### src/rtl/design_1_led_gpio_pkg.sv
// Shared constants, response type and register-select decode for the LED GPIO block.
// DESIGN_1_LED_TOGGLE_EN adds the write-only GPIO_TOGGLE register at offset 0x8.
package design_1_led_gpio_pkg;

  localparam logic [3:0] GPIO_DATA_OFS   = 4'h0;
  localparam logic [3:0] GPIO_TRI_OFS    = 4'h4;
  localparam logic [3:0] GPIO_TOGGLE_OFS = 4'h8;

  typedef logic [1:0] axi_resp_t;

  localparam axi_resp_t RESP_OKAY   = 2'b00;
  localparam axi_resp_t RESP_SLVERR = 2'b10;

  typedef enum logic [1:0] {
    SEL_DATA,
    SEL_TRI,
    SEL_TOGGLE,
    SEL_NONE
  } reg_sel_t;

  // Only addr[3:2] selects a register inside the 16-byte window.
  function automatic reg_sel_t decode_sel(input logic in_range, input logic [1:0] word);
    logic [3:0] ofs;
    ofs = {word, 2'b00};
    if (!in_range) return SEL_NONE;
    case (ofs)
      GPIO_DATA_OFS:   return SEL_DATA;
      GPIO_TRI_OFS:    return SEL_TRI;
`ifdef DESIGN_1_LED_TOGGLE_EN
      GPIO_TOGGLE_OFS: return SEL_TOGGLE;
`endif
      default:         return SEL_NONE;
    endcase
  endfunction

  function automatic axi_resp_t sel_resp(input reg_sel_t sel);
    return (sel == SEL_NONE) ? RESP_SLVERR : RESP_OKAY;
  endfunction

endpackage

### src/rtl/design_1_led_gpio_axil_slave_if.sv
// AXI4-Lite slave handshake engine: one outstanding write and one outstanding read,
// presented to the register logic as single-cycle write/read strobes.
module design_1_led_gpio_axil_slave_if
  import design_1_led_gpio_pkg::*;
#(
  parameter int ADDR_W = 9,
  parameter int DATA_W = 32
) (
  input  logic                clk,
  input  logic                rst_n,

  input  logic [ADDR_W-1:0]   s_axi_awaddr,
  input  logic                s_axi_awvalid,
  output logic                s_axi_awready,
  input  logic [DATA_W-1:0]   s_axi_wdata,
  input  logic [DATA_W/8-1:0] s_axi_wstrb,
  input  logic                s_axi_wvalid,
  output logic                s_axi_wready,
  output logic [1:0]          s_axi_bresp,
  output logic                s_axi_bvalid,
  input  logic                s_axi_bready,
  input  logic [ADDR_W-1:0]   s_axi_araddr,
  input  logic                s_axi_arvalid,
  output logic                s_axi_arready,
  output logic [DATA_W-1:0]   s_axi_rdata,
  output logic [1:0]          s_axi_rresp,
  output logic                s_axi_rvalid,
  input  logic                s_axi_rready,

  output logic                wr_en,
  output logic [ADDR_W-1:0]   wr_addr,
  output logic [DATA_W-1:0]   wr_data,
  output logic [DATA_W/8-1:0] wr_strb,
  input  axi_resp_t           wr_resp,
  output logic                rd_en,
  output logic [ADDR_W-1:0]   rd_addr,
  input  logic [DATA_W-1:0]   rd_data,
  input  axi_resp_t           rd_resp
);

  logic ready_en;
  logic aw_full;
  logic w_full;

  // Keeps every ready low while reset is asserted and for the first cycle after it.
  // NOTE: state uses non-blocking assignments with async reset so all flops update together.
  always_ff @(posedge clk or negedge rst_n) begin
    if (!rst_n) ready_en <= 1'b0;
    else        ready_en <= 1'b1;
  end

  assign s_axi_awready = ready_en && !aw_full && !s_axi_bvalid;
  assign s_axi_wready  = ready_en && !w_full  && !s_axi_bvalid;
  assign s_axi_arready = ready_en && !s_axi_rvalid;

  assign wr_en = aw_full && w_full && !s_axi_bvalid;
  assign rd_en = s_axi_arvalid && s_axi_arready;
  assign rd_addr = s_axi_araddr;

  always_ff @(posedge clk or negedge rst_n) begin
    if (!rst_n) begin
      aw_full      <= 1'b0;
      w_full       <= 1'b0;
      wr_addr      <= '0;
      wr_data      <= '0;
      wr_strb      <= '0;
      s_axi_bvalid <= 1'b0;
      s_axi_bresp  <= RESP_OKAY;
    end else begin
      if (s_axi_awvalid && s_axi_awready) begin
        aw_full <= 1'b1;
        wr_addr <= s_axi_awaddr;
      end
      if (s_axi_wvalid && s_axi_wready) begin
        w_full  <= 1'b1;
        wr_data <= s_axi_wdata;
        wr_strb <= s_axi_wstrb;
      end
      if (wr_en) begin
        aw_full      <= 1'b0;
        w_full       <= 1'b0;
        s_axi_bvalid <= 1'b1;
        s_axi_bresp  <= wr_resp;
      end else if (s_axi_bvalid && s_axi_bready) begin
        s_axi_bvalid <= 1'b0;
      end
    end
  end

  always_ff @(posedge clk or negedge rst_n) begin
    if (!rst_n) begin
      s_axi_rvalid <= 1'b0;
      s_axi_rdata  <= '0;
      s_axi_rresp  <= RESP_OKAY;
    end else if (rd_en) begin
      s_axi_rvalid <= 1'b1;
      s_axi_rdata  <= rd_data;
      s_axi_rresp  <= rd_resp;
    end else if (s_axi_rvalid && s_axi_rready) begin
      s_axi_rvalid <= 1'b0;
    end
  end

endmodule

### src/rtl/design_1_led_gpio.sv
// AXI4-Lite GPIO driving the board LEDs from the GPIO_DATA register.
// Define DESIGN_1_LED_TOGGLE_EN to enable the GPIO_TOGGLE register at offset 0x8.
module design_1_led_gpio
  import design_1_led_gpio_pkg::*;
#(
  parameter int          C_ADDR_WIDTH   = 9,
  parameter int          C_DATA_WIDTH   = 32,
  parameter int          C_GPIO_WIDTH   = 8,
  parameter logic [31:0] C_DOUT_DEFAULT = 32'h0
) (
  input  logic                      aclk,
  input  logic                      aresetn,
  input  logic [C_ADDR_WIDTH-1:0]   s_axi_awaddr,
  input  logic [2:0]                s_axi_awprot,
  input  logic                      s_axi_awvalid,
  output logic                      s_axi_awready,
  input  logic [C_DATA_WIDTH-1:0]   s_axi_wdata,
  input  logic [C_DATA_WIDTH/8-1:0] s_axi_wstrb,
  input  logic                      s_axi_wvalid,
  output logic                      s_axi_wready,
  output logic [1:0]                s_axi_bresp,
  output logic                      s_axi_bvalid,
  input  logic                      s_axi_bready,
  input  logic [C_ADDR_WIDTH-1:0]   s_axi_araddr,
  input  logic [2:0]                s_axi_arprot,
  input  logic                      s_axi_arvalid,
  output logic                      s_axi_arready,
  output logic [C_DATA_WIDTH-1:0]   s_axi_rdata,
  output logic [1:0]                s_axi_rresp,
  output logic                      s_axi_rvalid,
  input  logic                      s_axi_rready,
  output logic [C_GPIO_WIDTH-1:0]   LD
);

  logic                      wr_en;
  logic [C_ADDR_WIDTH-1:0]   wr_addr;
  logic [C_DATA_WIDTH-1:0]   wr_data;
  logic [C_DATA_WIDTH/8-1:0] wr_strb;
  axi_resp_t                 wr_resp;
  logic                      rd_en;
  logic [C_ADDR_WIDTH-1:0]   rd_addr;
  logic [C_DATA_WIDTH-1:0]   rd_data;
  axi_resp_t                 rd_resp;

  reg_sel_t                  wr_sel;
  reg_sel_t                  rd_sel;
  logic [C_GPIO_WIDTH-1:0]   gpio_q;
  logic [C_GPIO_WIDTH-1:0]   gpio_next;

  design_1_led_gpio_axil_slave_if #(
    .ADDR_W (C_ADDR_WIDTH),
    .DATA_W (C_DATA_WIDTH)
  ) u_axil (
    .clk           (aclk),
    .rst_n         (aresetn),
    .s_axi_awaddr  (s_axi_awaddr),
    .s_axi_awvalid (s_axi_awvalid),
    .s_axi_awready (s_axi_awready),
    .s_axi_wdata   (s_axi_wdata),
    .s_axi_wstrb   (s_axi_wstrb),
    .s_axi_wvalid  (s_axi_wvalid),
    .s_axi_wready  (s_axi_wready),
    .s_axi_bresp   (s_axi_bresp),
    .s_axi_bvalid  (s_axi_bvalid),
    .s_axi_bready  (s_axi_bready),
    .s_axi_araddr  (s_axi_araddr),
    .s_axi_arvalid (s_axi_arvalid),
    .s_axi_arready (s_axi_arready),
    .s_axi_rdata   (s_axi_rdata),
    .s_axi_rresp   (s_axi_rresp),
    .s_axi_rvalid  (s_axi_rvalid),
    .s_axi_rready  (s_axi_rready),
    .wr_en         (wr_en),
    .wr_addr       (wr_addr),
    .wr_data       (wr_data),
    .wr_strb       (wr_strb),
    .wr_resp       (wr_resp),
    .rd_en         (rd_en),
    .rd_addr       (rd_addr),
    .rd_data       (rd_data),
    .rd_resp       (rd_resp)
  );

  // Anything at or above 0x10 falls outside the register window.
  assign wr_sel  = decode_sel(wr_addr[C_ADDR_WIDTH-1:4] == '0, wr_addr[3:2]);
  assign rd_sel  = decode_sel(rd_addr[C_ADDR_WIDTH-1:4] == '0, rd_addr[3:2]);
  assign wr_resp = sel_resp(wr_sel);
  assign rd_resp = sel_resp(rd_sel);

  // NOTE: every always_comb output gets a default first so no latch is inferred.
  always_comb begin
    gpio_next = gpio_q;
    if (wr_en) begin
      case (wr_sel)
        SEL_DATA: begin
          for (int i = 0; i < C_GPIO_WIDTH; i++)
            if (wr_strb[i/8]) gpio_next[i] = wr_data[i];
        end
        SEL_TOGGLE: begin
          for (int i = 0; i < C_GPIO_WIDTH; i++)
            if (wr_strb[i/8]) gpio_next[i] = gpio_q[i] ^ wr_data[i];
        end
        default: ;
      endcase
    end
  end

  always_ff @(posedge aclk or negedge aresetn) begin
    if (!aresetn) gpio_q <= C_DOUT_DEFAULT[C_GPIO_WIDTH-1:0];
    else          gpio_q <= gpio_next;
  end

  always_comb begin
    rd_data = '0;
    if (rd_sel == SEL_DATA) rd_data = C_DATA_WIDTH'(gpio_q);
  end

  assign LD = gpio_q;

  // Protection bits and the byte-lane bits of the address carry no meaning here.
  logic unused_ok;
  assign unused_ok = ^{s_axi_awprot, s_axi_arprot, wr_addr[1:0], rd_addr[1:0],
                       wr_data, wr_strb, rd_en};

endmodule

### config.mk
export PLATFORM = sky130hd
export DESIGN_NAME = design_1_led_gpio
export DESIGN_NICKNAME = d
export VERILOG_FILES = /design/src/rtl/design_1_led_gpio_pkg.sv /design/src/rtl/design_1_led_gpio_axil_slave_if.sv /design/src/rtl/design_1_led_gpio.sv
export SDC_FILE = /design/constraint.sdc
export NUM_CORES = 1
export LEC_CHECK = 0
export BUFFER_PORTS_ARGS = -buffer_cell sky130_fd_sc_hd__buf_4
export CAP_MARGIN = 20
export CORE_UTILIZATION = 44
export DETAILED_ROUTE_END_ITERATION = 12
export GPL_TIMING_DRIVEN = 0
export PLACE_DENSITY = 0.84
export SKIP_LAST_GASP = 1
export SLEW_MARGIN = 20
export SYNTH_ARGS = -nofsm -noshare
export SYNTH_HDL_FRONTEND = slang
export SYNTH_SLANG_ARGS = --single-unit
### constraint.sdc
create_clock -name aclk -period 4.6 [get_ports aclk]
set_clock_uncertainty 0.05 [all_clocks]
set_input_delay 0.23 -clock aclk [delete_from_list [all_inputs] [get_ports aclk]]
set_output_delay 0.23 -clock aclk [all_outputs]
set_load 0.03 [all_outputs]
==> impl_metrics.toml <==
[detailed_routing]
drt_iter0_drc = 17
ant_nets = 0
wl_um = 3180
remaining_drc_errors = 0
drt_pass1_iterations = 4
routedWlPerCell_um = 11.4
wl_met1_um = 1320
top_layer = "met4"
met3_length_um = 177
via_per_inst = 4.42
dr_wl_met2_um = 1600
vias = 1233

[pwr]
p_leak_nw = 1.24
p_int_mw = 0.691
p_comb_frac = 0.296
switchingPower_mw = 0.332
p_clk_frac = 0.212
ir_drop_uv = 309
switching_share = 0.325
cellPowerDensity_mw_per_mm2 = 433
seqPwrFrac = 0.492

[timing]
setup_viol = 0
tns_ns = 0
fmax_mhz = 526
layout_min_cycle_time_ns = 1.90
slew_violations = 0
hold_ws_ns = 0.0628
hold_viol_final = 0
worst_pin_slew_ns = 0.637
grt_setup_unrepaired = "no"
fin_crit_sh = 0.413
maxSlewHeadroom = 0.574

[floorplan]
ioPinCount = 116
coreArea_mm2 = 0.00372
start_util = 0.465
die_y_um = 64.7
die_area_mm2 = 0.00418
rows = 22
die_w_um = 64.7

[min_path]
hp-class = "primary input to register"
holdPathEnd = "u_axil.s_axi_bvalid"
min_path_cells = 2
holdCritStartpoint = "s_axi_bready"

[clocking]
htreeDepth = 2
numCtsBuffers = 5
clk_latency_ns = 0.28
cts_tree = "built"
root_buffer = "clkbuf_8"
clk_pin_slew_worst_paths_ns = 0.07
cts_buffer_depth = 2
cts_resized = 0
cts_sinks = 39

[yosys]
syn_area_mm2 = 0.00173
synth_seq_area_share = 0.564
ys_warn_count = 0
avgSynthCellArea_um2 = 11.9
ys_seq_elements = 39
synthCells = 145
ys_types = 22

[global_routing]
antenna_found_initial = 0
grt_pass1_wl_um = 5280
grt_start_max_net_pins = 40
track_usage = 0.173
grt_pass1_vias = 1102
overflow = 0

[run]
maxCapViolations = 0

[critical_path]
critical_path.top_delay_family = "simple AND/OR/NAND/NOR gates"
reg2reg_depth = 3
cp.depth = 3
path_cells = "nor4_1, nand4b_1, mux2_1"
slowest_delay_ns = 0.49
r2r_start = "u_axil.wr_addr[5]"
cp-end-kind = "register"
crit_fanout = 8
critPathBufInv = 0
critical_path_class = "register to register"
cp.required_ns = 4.71
r2r_end = "LD[2]"
startpoint_type = "register"
critical_path_arrival_ns = 2.01
rrSetupSlack_ns = 2.70
critPathSlowestCell = "nand4b_1"

[finish]
fill_cells = 319
area_delta_synth_final_pct = 36.8
diodes = 0
final_common_cell = "buf_4"
final_cell_mix = "buf_4 (78), dfrtp_1 (39), conb_1 (27)"
drive_gt1_frac = 0.377
nets = 297
finish.utilization = 0.636
final_cells = 279

[placed_design]
gp_congestion = 0.727
portBuffers = 52
hpwl_um = 2340
dp_cells = 270

[run_status]
outcome = "completed"
logic make-up after synthesis:
| kind of cell | Yosys count | synth area share |
|---|---|---|
| other cells | 2 | 0.00434 |
| compound gates | 14 | 0.0449 |
| flops | 39 | 0.564 |
| buf+inv | 31 | 0.125 |
| mux | 24 | 0.156 |
| simple gates | 35 | 0.105 |
registers in the layout, summed over array words and instances, names as in the netlist:
name,cells
u_axil.s_axi_rdata,8
u_axil.s_axi_bresp,1
u_axil.wr_strb,1
LD,8
u_axil.s_axi_rvalid,1
u_axil.s_axi_bvalid,1
u_axil.wr_data,8
u_axil.w_full,1
u_axil.s_axi_rresp,1
u_axil.wr_addr,7
u_axil.aw_full,1
u_axil.ready_en,1
cell type report:
| cell class | instances | area (um2) | area share |
|---|---|---|---|
| repair buffers | 53 | 400 | 0.169 |
| plain buffers | 29 | 209 | 0.0884 |
| flip-flops and latches | 39 | 976 | 0.413 |
| multi-input cells | 100 | 631 | 0.267 |
| well taps | 48 | 60.1 | 0.0254 |
| inverters | 2 | 7.51 | 0.00317 |
| clock inverters | 1 | 5.00 | 0.00212 |
| clock buffers | 7 | 76.3 | 0.0323 |
worst max-delay path by stage:
stage	startpoint	end	slack, ns
3_3_place_gp	u_axil.wr_addr[5]	LD[6]	2.74
5_1_grt	u_axil.wr_addr[5]	LD[0]	2.59
3_5_place_dp	u_axil.wr_addr[5]	LD[0]	2.72
6_report	u_axil.wr_addr[5]	LD[2]	2.70
4_1_cts	u_axil.wr_addr[5]	LD[2]	2.69
2_1_floorplan	u_axil.s_axi_bvalid	LD[0]	2.89
power by group through the flow:
stage               logic [mW]  clock network (mW)  registers, mW
finish                   0.303               0.217          0.503
global route             0.325               0.235          0.518
CTS                      0.307               0.218          0.504
detailed placement       0.306                   0          0.510
global placement         0.295                   0          0.505
floorplan                0.174                   0          0.533
cells in the mapped netlist:
library cell | instances | area share
nor3b_1 | 1 | 0.0043
o21ai_1 | 10 | 0.029
nor2b_1 | 2 | 0.0072
a21o_1 | 2 | 0.0087
buf_4 | 26 | 0.11
dfrtp_1 | 39 | 0.56
mux2_1 | 24 | 0.16
nor4_1 | 2 | 0.0072
inv_1 | 2 | 0.0043
a21oi_1 | 1 | 0.0029
or4_1 | 2 | 0.0087
and3b_1 | 1 | 0.0051
nand4b_1 | 1 | 0.0051
buf_2 | 2 | 0.0058
nand2b_1 | 1 | 0.0036
nand3b_1 | 2 | 0.0087
conb_1 | 2 | 0.0043
o21a_1 | 1 | 0.0043
clkbuf_1 | 1 | 0.0022
nand2_1 | 17 | 0.037
nor3b_2 | 1 | 0.0072
nor2_1 | 5 | 0.011
stage by stage:
stage / worst slack (ns) / total power [mW] / cell area [um2]
2_1_floorplan: 2.89 / 0.707 / 1820
3_3_place_gp: 2.74 / 0.800 / 2270
3_5_place_dp: 2.72 / 0.816 / 2270
4_1_cts: 2.69 / 1.03 / 2360
5_1_grt: 2.59 / 1.08 / 2360
6_report: 2.70 / 1.02 / 2360
routing by layer:
layer,track usage,vias to the layer above
met5,0,-
met4,0.0833,0
met3,0.0423,6
met2,0.288,48
met1,0.209,577
li1,-,602
repair_timing:
item,in CTS,in global routing
hold buffers,1,0
buffers inserted,0,0
endpoints found under the hold margin,39,0
(Power assumes the default switching activity.)
